File: src/rtl/maximas_uart_tx_pkg.sv
// Shared types, constants and byte helpers for the maxima UART transmitter.
// Optional checksum byte is enabled with the MAXIMAS_UART_TX_CHECKSUM_EN macro.
package shazam_tx_pkg;

   localparam logic [7:0] SYNC_BYTE        = 8'hA5;
   localparam int         BYTES_PER_MAXIMA = 4;
   localparam int         MAXIMA_W         = 25;

   typedef logic [MAXIMA_W-1:0] maxima_t;

   typedef enum logic [2:0] {
      IDLE       = 3'd0,
      LOAD       = 3'd1,
      SEND_SYNC  = 3'd2,
      SEND_COUNT = 3'd3,
      SEND_DATA  = 3'd4,
      SEND_CSUM  = 3'd5,
      DONE       = 3'd6
   } tx_state_e;

   // Byte b of a maxima word, most significant first; byte 0 carries only bit 24.
   function automatic logic [7:0] maxima_byte(input maxima_t d, input logic [1:0] b);
      logic [7:0] r;
      case (b)
         2'd0:    r = {7'b0000000, d[24]};
         2'd1:    r = d[23:16];
         2'd2:    r = d[15:8];
         default: r = d[7:0];
      endcase
      return r;
   endfunction

   // Running XOR checksum update.
   function automatic logic [7:0] csum_update(input logic [7:0] acc, input logic [7:0] b);
      return acc ^ b;
   endfunction

endpackage

File: src/rtl/uart_tx_byte.sv
// 8N1 byte serializer with a valid/ready handshake. Ready rises in the last
// cycle of the stop bit so a waiting byte starts with no idle gap.
module uart_tx_byte #(
   parameter int CLKS_PER_BIT = 434
) (
   input  logic       clk,
   input  logic       reset,
   input  logic [7:0] byte_in,
   input  logic       byte_valid,
   output logic       byte_ready,
   output logic       tx
);

   localparam int             TW     = (CLKS_PER_BIT > 1) ? $clog2(CLKS_PER_BIT) : 1;
   localparam logic [TW-1:0]  T_LAST = TW'(CLKS_PER_BIT - 1);
   localparam logic [3:0]     STOP_BIT = 4'd9;

   logic          active_r;
   logic [TW-1:0] timer_r;
   logic [3:0]    bit_r;
   logic [7:0]    shift_r;
   logic          tx_r;

   assign byte_ready = !active_r || ((bit_r == STOP_BIT) && (timer_r == T_LAST));
   assign tx         = tx_r;

   // Bit timer, bit index and shift register; ones shift in so the stop bit falls out naturally.
   always_ff @(posedge clk or posedge reset) begin
      if (reset) begin
         active_r <= 1'b0;
         timer_r  <= '0;
         bit_r    <= 4'd0;
         shift_r  <= 8'hFF;
         tx_r     <= 1'b1;
      end else if (byte_valid && byte_ready) begin
         active_r <= 1'b1;
         timer_r  <= '0;
         bit_r    <= 4'd0;
         shift_r  <= byte_in;
         tx_r     <= 1'b0;
      end else if (active_r) begin
         if (timer_r == T_LAST) begin
            timer_r <= '0;
            if (bit_r == STOP_BIT) begin
               active_r <= 1'b0;
               bit_r    <= 4'd0;
               tx_r     <= 1'b1;
            end else begin
               bit_r    <= bit_r + 4'd1;
               tx_r     <= shift_r[0];
               shift_r  <= {1'b1, shift_r[7:1]};
            end
         end else begin
            timer_r <= timer_r + TW'(1);
         end
      end else begin
         tx_r <= 1'b1;
      end
   end

endmodule

File: src/rtl/maximas_uart_tx.sv
// Snapshots MAXIMAS_COUNT maxima words on each strobe and sends them as one
// framed 8N1 byte stream: SYNC, COUNT, 4 bytes per entry, optional checksum.
// Define MAXIMAS_UART_TX_CHECKSUM_EN to append the XOR checksum byte.
module maximas_uart_tx
   import shazam_tx_pkg::*;
#(
   parameter int MAXIMAS_COUNT = 11,
   parameter int CLKS_PER_BIT  = 434
) (
   input  logic        clk,
   input  logic        reset,
   input  logic [24:0] maximas [MAXIMAS_COUNT-1:0],
   input  logic        maximas_found_active,
   output logic        tx,
   output logic        busy,
   output logic        frame_done,
   output logic [7:0]  dropped_frames
);

   localparam int             K_W        = $clog2(MAXIMAS_COUNT + 1);
   localparam logic [K_W-1:0] K_LAST     = K_W'(MAXIMAS_COUNT - 1);
   localparam logic [1:0]     B_LAST     = 2'(BYTES_PER_MAXIMA - 1);
   localparam logic [7:0]     COUNT_BYTE = 8'(MAXIMAS_COUNT);

   tx_state_e      state_r;
   maxima_t        snap_r [MAXIMAS_COUNT-1:0];
   logic [K_W-1:0] k_r;
   logic [1:0]     b_r;
   logic [7:0]     byte_r;
   logic           byte_valid_r;
   logic           busy_r;
   logic           frame_done_r;
   logic [7:0]     dropped_r;
`ifdef MAXIMAS_UART_TX_CHECKSUM_EN
   logic [7:0]     csum_r;
`endif

   logic           byte_ready_s;
   logic           byte_fire_s;
   logic           last_s;
   logic [K_W-1:0] next_k_s;
   logic [1:0]     next_b_s;
   maxima_t        sel_s;
   logic [7:0]     next_byte_s;
   logic [7:0]     first_byte_s;
   logic           tx_s;

   assign byte_fire_s  = byte_valid_r && byte_ready_s;
   assign last_s       = (k_r == K_LAST) && (b_r == B_LAST);
   assign first_byte_s = maxima_byte(snap_r[0], 2'd0);

   // Position and value of the byte that follows the one currently presented.
   always_comb begin
      next_k_s = k_r;
      next_b_s = b_r + 2'd1;
      if (b_r == B_LAST) begin
         next_k_s = k_r + K_W'(1);
         next_b_s = 2'd0;
      end else begin
         next_k_s = k_r;
      end
      sel_s = snap_r[0];
      for (int i = 0; i < MAXIMAS_COUNT; i++) begin
         sel_s = (next_k_s == K_W'(i)) ? snap_r[i] : sel_s;
      end
      next_byte_s = maxima_byte(sel_s, next_b_s);
   end

   // Framing FSM: snapshot, byte sequencing, completion pulse and dropped-strobe counter.
   always_ff @(posedge clk or posedge reset) begin
      if (reset) begin
         state_r      <= IDLE;
         for (int i = 0; i < MAXIMAS_COUNT; i++) begin
            snap_r[i] <= '0;
         end
         k_r          <= '0;
         b_r          <= 2'd0;
         byte_r       <= 8'h00;
         byte_valid_r <= 1'b0;
         busy_r       <= 1'b0;
         frame_done_r <= 1'b0;
         dropped_r    <= 8'd0;
`ifdef MAXIMAS_UART_TX_CHECKSUM_EN
         csum_r       <= 8'h00;
`endif
      end else begin
         frame_done_r <= 1'b0;
         if (maximas_found_active && (state_r != IDLE) && (dropped_r != 8'hFF)) begin
            dropped_r <= dropped_r + 8'd1;
         end else begin
            dropped_r <= dropped_r;
         end
         case (state_r)
            IDLE: begin
               if (maximas_found_active) begin
                  for (int i = 0; i < MAXIMAS_COUNT; i++) begin
                     snap_r[i] <= maximas[i];
                  end
                  busy_r  <= 1'b1;
                  state_r <= LOAD;
               end else begin
                  state_r <= IDLE;
               end
            end
            LOAD: begin
               byte_r       <= SYNC_BYTE;
               byte_valid_r <= 1'b1;
               state_r      <= SEND_SYNC;
            end
            SEND_SYNC: begin
               if (byte_fire_s) begin
                  byte_r  <= COUNT_BYTE;
`ifdef MAXIMAS_UART_TX_CHECKSUM_EN
                  csum_r  <= COUNT_BYTE;
`endif
                  state_r <= SEND_COUNT;
               end else begin
                  state_r <= SEND_SYNC;
               end
            end
            SEND_COUNT: begin
               if (byte_fire_s) begin
                  byte_r  <= first_byte_s;
`ifdef MAXIMAS_UART_TX_CHECKSUM_EN
                  csum_r  <= csum_update(csum_r, first_byte_s);
`endif
                  k_r     <= '0;
                  b_r     <= 2'd0;
                  state_r <= SEND_DATA;
               end else begin
                  state_r <= SEND_COUNT;
               end
            end
            SEND_DATA: begin
               if (!byte_valid_r) begin
                  // Last byte handed over; wait for its stop bit to finish.
                  if (byte_ready_s) begin
                     busy_r       <= 1'b0;
                     frame_done_r <= 1'b1;
                     state_r      <= DONE;
                  end else begin
                     state_r <= SEND_DATA;
                  end
               end else if (byte_fire_s) begin
                  if (last_s) begin
                     k_r <= '0;
                     b_r <= 2'd0;
`ifdef MAXIMAS_UART_TX_CHECKSUM_EN
                     byte_r  <= csum_r;
                     state_r <= SEND_CSUM;
`else
                     byte_valid_r <= 1'b0;
`endif
                  end else begin
                     k_r    <= next_k_s;
                     b_r    <= next_b_s;
                     byte_r <= next_byte_s;
`ifdef MAXIMAS_UART_TX_CHECKSUM_EN
                     csum_r <= csum_update(csum_r, next_byte_s);
`endif
                  end
               end else begin
                  state_r <= SEND_DATA;
               end
            end
            SEND_CSUM: begin
`ifdef MAXIMAS_UART_TX_CHECKSUM_EN
               if (!byte_valid_r) begin
                  if (byte_ready_s) begin
                     busy_r       <= 1'b0;
                     frame_done_r <= 1'b1;
                     state_r      <= DONE;
                  end else begin
                     state_r <= SEND_CSUM;
                  end
               end else if (byte_fire_s) begin
                  byte_valid_r <= 1'b0;
               end else begin
                  state_r <= SEND_CSUM;
               end
`else
               byte_valid_r <= 1'b0;
               busy_r       <= 1'b0;
               state_r      <= IDLE;
`endif
            end
            DONE: begin
               state_r <= IDLE;
            end
            default: begin
               byte_valid_r <= 1'b0;
               busy_r       <= 1'b0;
               state_r      <= IDLE;
            end
         endcase
      end
   end

   uart_tx_byte #(
      .CLKS_PER_BIT (CLKS_PER_BIT)
   ) u_tx_byte (
      .clk        (clk),
      .reset      (reset),
      .byte_in    (byte_r),
      .byte_valid (byte_valid_r),
      .byte_ready (byte_ready_s),
      .tx         (tx_s)
   );

   assign tx             = tx_s;
   assign busy           = busy_r;
   assign frame_done     = frame_done_r;
   assign dropped_frames = dropped_r;

endmodule

File: config.mk
export PLATFORM = sky130hd
export DESIGN_NAME = maximas_uart_tx
export DESIGN_NICKNAME = d
export VERILOG_FILES = /design/src/rtl/maximas_uart_tx_pkg.sv /design/src/rtl/uart_tx_byte.sv /design/src/rtl/maximas_uart_tx.sv
export SDC_FILE = /design/constraint.sdc
export NUM_CORES = 1
export LEC_CHECK = 0
export BUFFER_PORTS_ARGS = -buffer_cell sky130_fd_sc_hd__buf_4
export CORE_MARGIN = 2
export CORE_UTILIZATION = 45
export DETAILED_ROUTE_END_ITERATION = 8
export PLACE_DENSITY_LB_ADDON = 0.3
export RECOVER_POWER = 25
export SYNTH_ARGS = -nofsm -noshare
export SYNTH_HDL_FRONTEND = slang
export SYNTH_HIERARCHICAL = 1
export SYNTH_SLANG_ARGS = --single-unit
File: constraint.sdc
create_clock -name clk -period 8.38 [get_ports clk]
set_input_delay 0.419 -clock clk [delete_from_list [all_inputs] [get_ports clk]]
set_output_delay 0.419 -clock clk [all_outputs]
set_load 0.02 [all_outputs]
==> run summary <==
On the critical path the largest part of the delay comes from simple AND/OR/NAND/NOR gates. The number of inserted diodes is 0. The run finished with clean final reports. For this block, the initial DRC count from the detailed router was 1458.

The synthesis-to-finish area growth is 21.95%. After the last flow step, the layout net total stands at 1943. The I/O pin count came out at 289. The die is 194.1 um tall. Of the post-synthesis cell area, the dominant cell type holds 48.80%. The routed via count divided by cell count came out at 6.108. The HPWL after detailed placement came out at 39.55 mm. The worst path buffer plus inverter count came out at 1. The ratio of cells with drive above 1 in the final layout came out at 40.51%. The number of antenna violations at the first check in global routing is 0.

The number of warnings issued by yosys is 6. The placeable core region came out at 0.03557 sq mm. The largest individual stage delay along the critical path comes from the cell nor2_1.

Data on the critical path is required at its endpoint by 8860 ps. The proportion of power drawn by flip-flops and latches came out at 51.0%. Across the run, the number of max-cap violations was 0. The overflow left after global routing is 0. The synthesized netlist net count is 1692. The first-pass GRT wire length came out at 81.70 mm.

The count of different cell masters after synthesis came out at 98. For this run, the detailed router's first-pass iteration total came to 5. The maximum number of buffers from clock root to sink came out at 3.

The number of standard cells after synthesis is 1403. Ranked by total cell area, the synthesized netlist is headed by dfrtp_1 (49%), mux2_2 (19%), o21ai_0 (2.2%), nand2_1 (2.1%), a21oi_1 (2.0%). The critical path crosses 10 cells after its start point. The fraction of the yosys area taken by sequential cells came out at 50.25%. The synthesized design contains 326 register bits. The weighted congestion at the end of routability-driven global placement came out at 0.9439. The path class of the tightest hold or removal check is in -> async. The number of DRC violations after detailed routing is 0. Walking the worst path, the cells encountered are buf_4 -> ha_1 -> nand3_1 -> o211ai_2 -> nand2_1 -> nor2_1 -> a221o_1 -> a21oi_1 -> o2111ai_1 -> o221a_1. The aggregate routed wire length is 54.17 mm.

The internal cell power is 0.003821 W. On the worst path, the slowest cell contributes a delay of 1080 ps. At the pin with the least slew margin, the transition time is 1412 ps. After clock tree synthesis, the setup repair step added 0 buffers. The worst setup path is captured at a flip-flop. Static timing analysis puts the maximum clock frequency at 240.0 MHz. The total of fill cells in the finished design is 3036. Yosys mapped a number of flops with a built-in enable equal to 0.

The final hold violation count came out at 0. Setup repair after global routing left no endpoint under its margin. The power spent charging and discharging nets is 0.001663 W.

The full die area is 0.03766 sq mm. The count of cells along the worst register-to-register path is 10. The worst path uses 49.72% of the clock period.

The count of port buffers added during placement came out at 288. Dividing total power by cell area gives a power density of 276.7 mW/mm^2. The post-CTS clock slew at the launch and capture registers of the worst setup and hold paths came out at 60 ps.

In the final routed layout, each cell accounts on average for 25.29 um. For this run, the leading register cell type out of synthesis is dfrtp_1. The post-synthesis instance area came out at 0.01626 sq mm.

The CTS tree is yes. The minimum clock period is 4167 ps. The total vias in the final route is 13080. The total number of clock tree sinks is 326. Entering global routing, the biggest net connects 193 pins. Net switching is 30.32% of the power. The leakage dissipation came out at 8.405 nW. The post-CTS resize count came out at 0. The number of global-route vias before repair is 13360. The clock share of power is 29.1%. The critical-path maximum fanout came out at 36. The number of routed nets with antenna violations is 0. The slack of the critical path is 4213 ps.

Global routing used 28.40% of the available tracks across all layers. STA puts the critical path data arrival time at 4650 ps. The total of endpoints with negative setup slack in the final report is 0. The number of pins with negative max-slew slack in the final report was 0. Between clock sinks in the finished design, the worst skew comes to 17.99 ps. The die is 194.1 um wide. In the final timing run, aggregate negative setup slack is 0 ps. The average footprint of a synthesized cell is 11.59 sq um. Hold repair after CTS inserted 0 buffers. The clock insertion delay at the later pin of the skew report is 540 ps. The largest total area in the synthesized netlist belongs to dfrtp_1. The number of levels in the clock H-tree is 2. The tightest slew margin relative to the limit came out at 5.349%. In this run, CTS created clock tree buffers numbering 37. Combinational logic is responsible for 19.9% of the overall power. The initial core utilization came out at 45.70%. The count of standard-cell rows is 69. In the synthesized netlist the async set-or-reset flop fraction comes to 100.0%. The post-place setup slack came out at 4376 ps. The maximum vdd drop is 0.0001581 V.

STA classifies the critical path startpoint as a flip-flop. The critical path in this run is classified as reg -> reg. The tree is rooted in a clkbuf_16.
[cells by family after synthesis]
family | count (synthesis) | synth area share [%]
AND/OR/NAND/NOR | 255 | 7.774
multiplexers | 280 | 19.46
flip-flops | 326 | 50.25
XOR/XNOR | 13 | 0.7466
buffers and inverters | 111 | 3.317
AO/OA/AOI/OAI | 407 | 17.60
adder cells (fa/ha/maj) | 11 | 0.8467
[worst paths after layout]
| kind | from | slack [ps] | to |
|---|---|---|---|
| min | reset | 90 | u_tx_byte/timer_r[6]$_DFFE_PP0P_ |
| max in group asynchronous | reset | 6520 | snap_r[209]$_DFFE_PP0P_ |
| max | k_r[0]$_DFFE_PP0P_ | 4210 | byte_r[3]$_DFFE_PP0P_ |
| min in group clk | maximas[188] | 90 | snap_r[188]$_DFFE_PP0P_ |
| max reg2reg | k_r[0]$_DFFE_PP0P_ | 4210 | byte_r[3]$_DFFE_PP0P_ |
| min reg2reg | u_tx_byte/tx$_DFFE_PP1P_ | 470 | u_tx_byte/tx$_DFFE_PP1P_ |
[sequential cells by signal, indices dropped and copies added, names as in the netlist, 2 cells and up]
register           flops
byte_r                 8
k_r                    4
snap_r               274
b_r                    2
u_tx_byte/bit_r        4
u_tx_byte/shift_r      8
dropped_frames         8
u_tx_byte/timer_r      9
state_r                3
[area by class of cell]
type	instances	area [sq um]	area share, %
multi-input combinational	966	7562	38.15
inverter	17	65.06	0.3282
clock inverter	14	143.9	0.7258
tap	461	576.8	2.910
clock buffer	52	1042	5.258
sequential	326	8169	41.21
timing repair buffer	306	2265	11.42
[power by group through the flow]
| stage | logic (W) | registers (W) | clock network (W) |
|---|---|---|---|
| 2_1_floorplan | 0.000794 | 0.00253 | 0 |
| 3_3_place_gp | 0.00107 | 0.00279 | 0 |
| 3_5_place_dp | 0.00110 | 0.00280 | 0 |
| 4_1_cts | 0.00111 | 0.00278 | 0.00162 |
| 5_1_grt | 0.00120 | 0.00285 | 0.00168 |
| 6_report | 0.00109 | 0.00280 | 0.00159 |
[Yosys cell counts (all sizes together) (9+ instances only)]
cell	count
a211oi	19
a21oi	70
a221oi	20
a22o	9
a22oi	11
a31oi	18
and3	12
buf	53
clkbuf	41
dfrtp	317
dfstp	9
ha	11
inv	17
mux2	272
nand2	95
nand2b	11
nand3	27
nor2	62
nor2b	9
o211ai	13
o21ai	104
o221ai	21
o22ai	36
[cell usage in the layout, fill, tap and decap left out, drive strengths merged, types with 9 or more instances in the layout]
cell type,n
a211oi,19
a21oi,70
a221oi,20
a22o,9
a22oi,11
a31oi,18
and3,12
buf,294
clkbuf,64
dfrtp,317
dfstp,9
ha,11
inv,18
mux2,272
nand2,95
nand2b,11
nand3,27
nor2,62
nor2b,9
o211ai,13
o21ai,104
o221ai,21
o22ai,36
[metal layers]
layer / GRT usage, % / share of wire (%) / up-vias / wire, um
met5: 0 / 0 / - / 0
met4: 12.04 / 4.4 / 0 / 2397
met3: 4.488 / 6.4 / 143 / 3463
met2: 46.12 / 48 / 597 / 25830
met1: 37.92 / 41 / 6544 / 22480
li1: - / - / 5799 / -
[worst register-to-register path, cell delays in order, from the launching register on]
cell       delay [ps]
dfrtp_1           320
buf_4             360
ha_1              540
nand3_1           240
o211ai_2          320
nand2_1           370
nor2_1           1080
a221o_1           370
a21oi_1            70
o2111ai_1         230
o221a_1           210
[per-stage QoR]
step	utilization (%)	hold slack (ps)	total power (W)	instance area [sq um]	cells
2_1_floorplan	-	414.3	0.003321	16260	1403
4_1_cts	55.91	9.729	0.005513	19890	2142
6_report	55.73	88.50	0.005484	19820	2142
3_5_place_dp	52.57	459.5	0.003905	18700	2076
5_1_grt	55.73	89.32	0.005724	19820	2142
3_3_place_gp	52.57	458.7	0.003855	18700	2076
No activity file was read; power rests on OpenSTA's default activity.
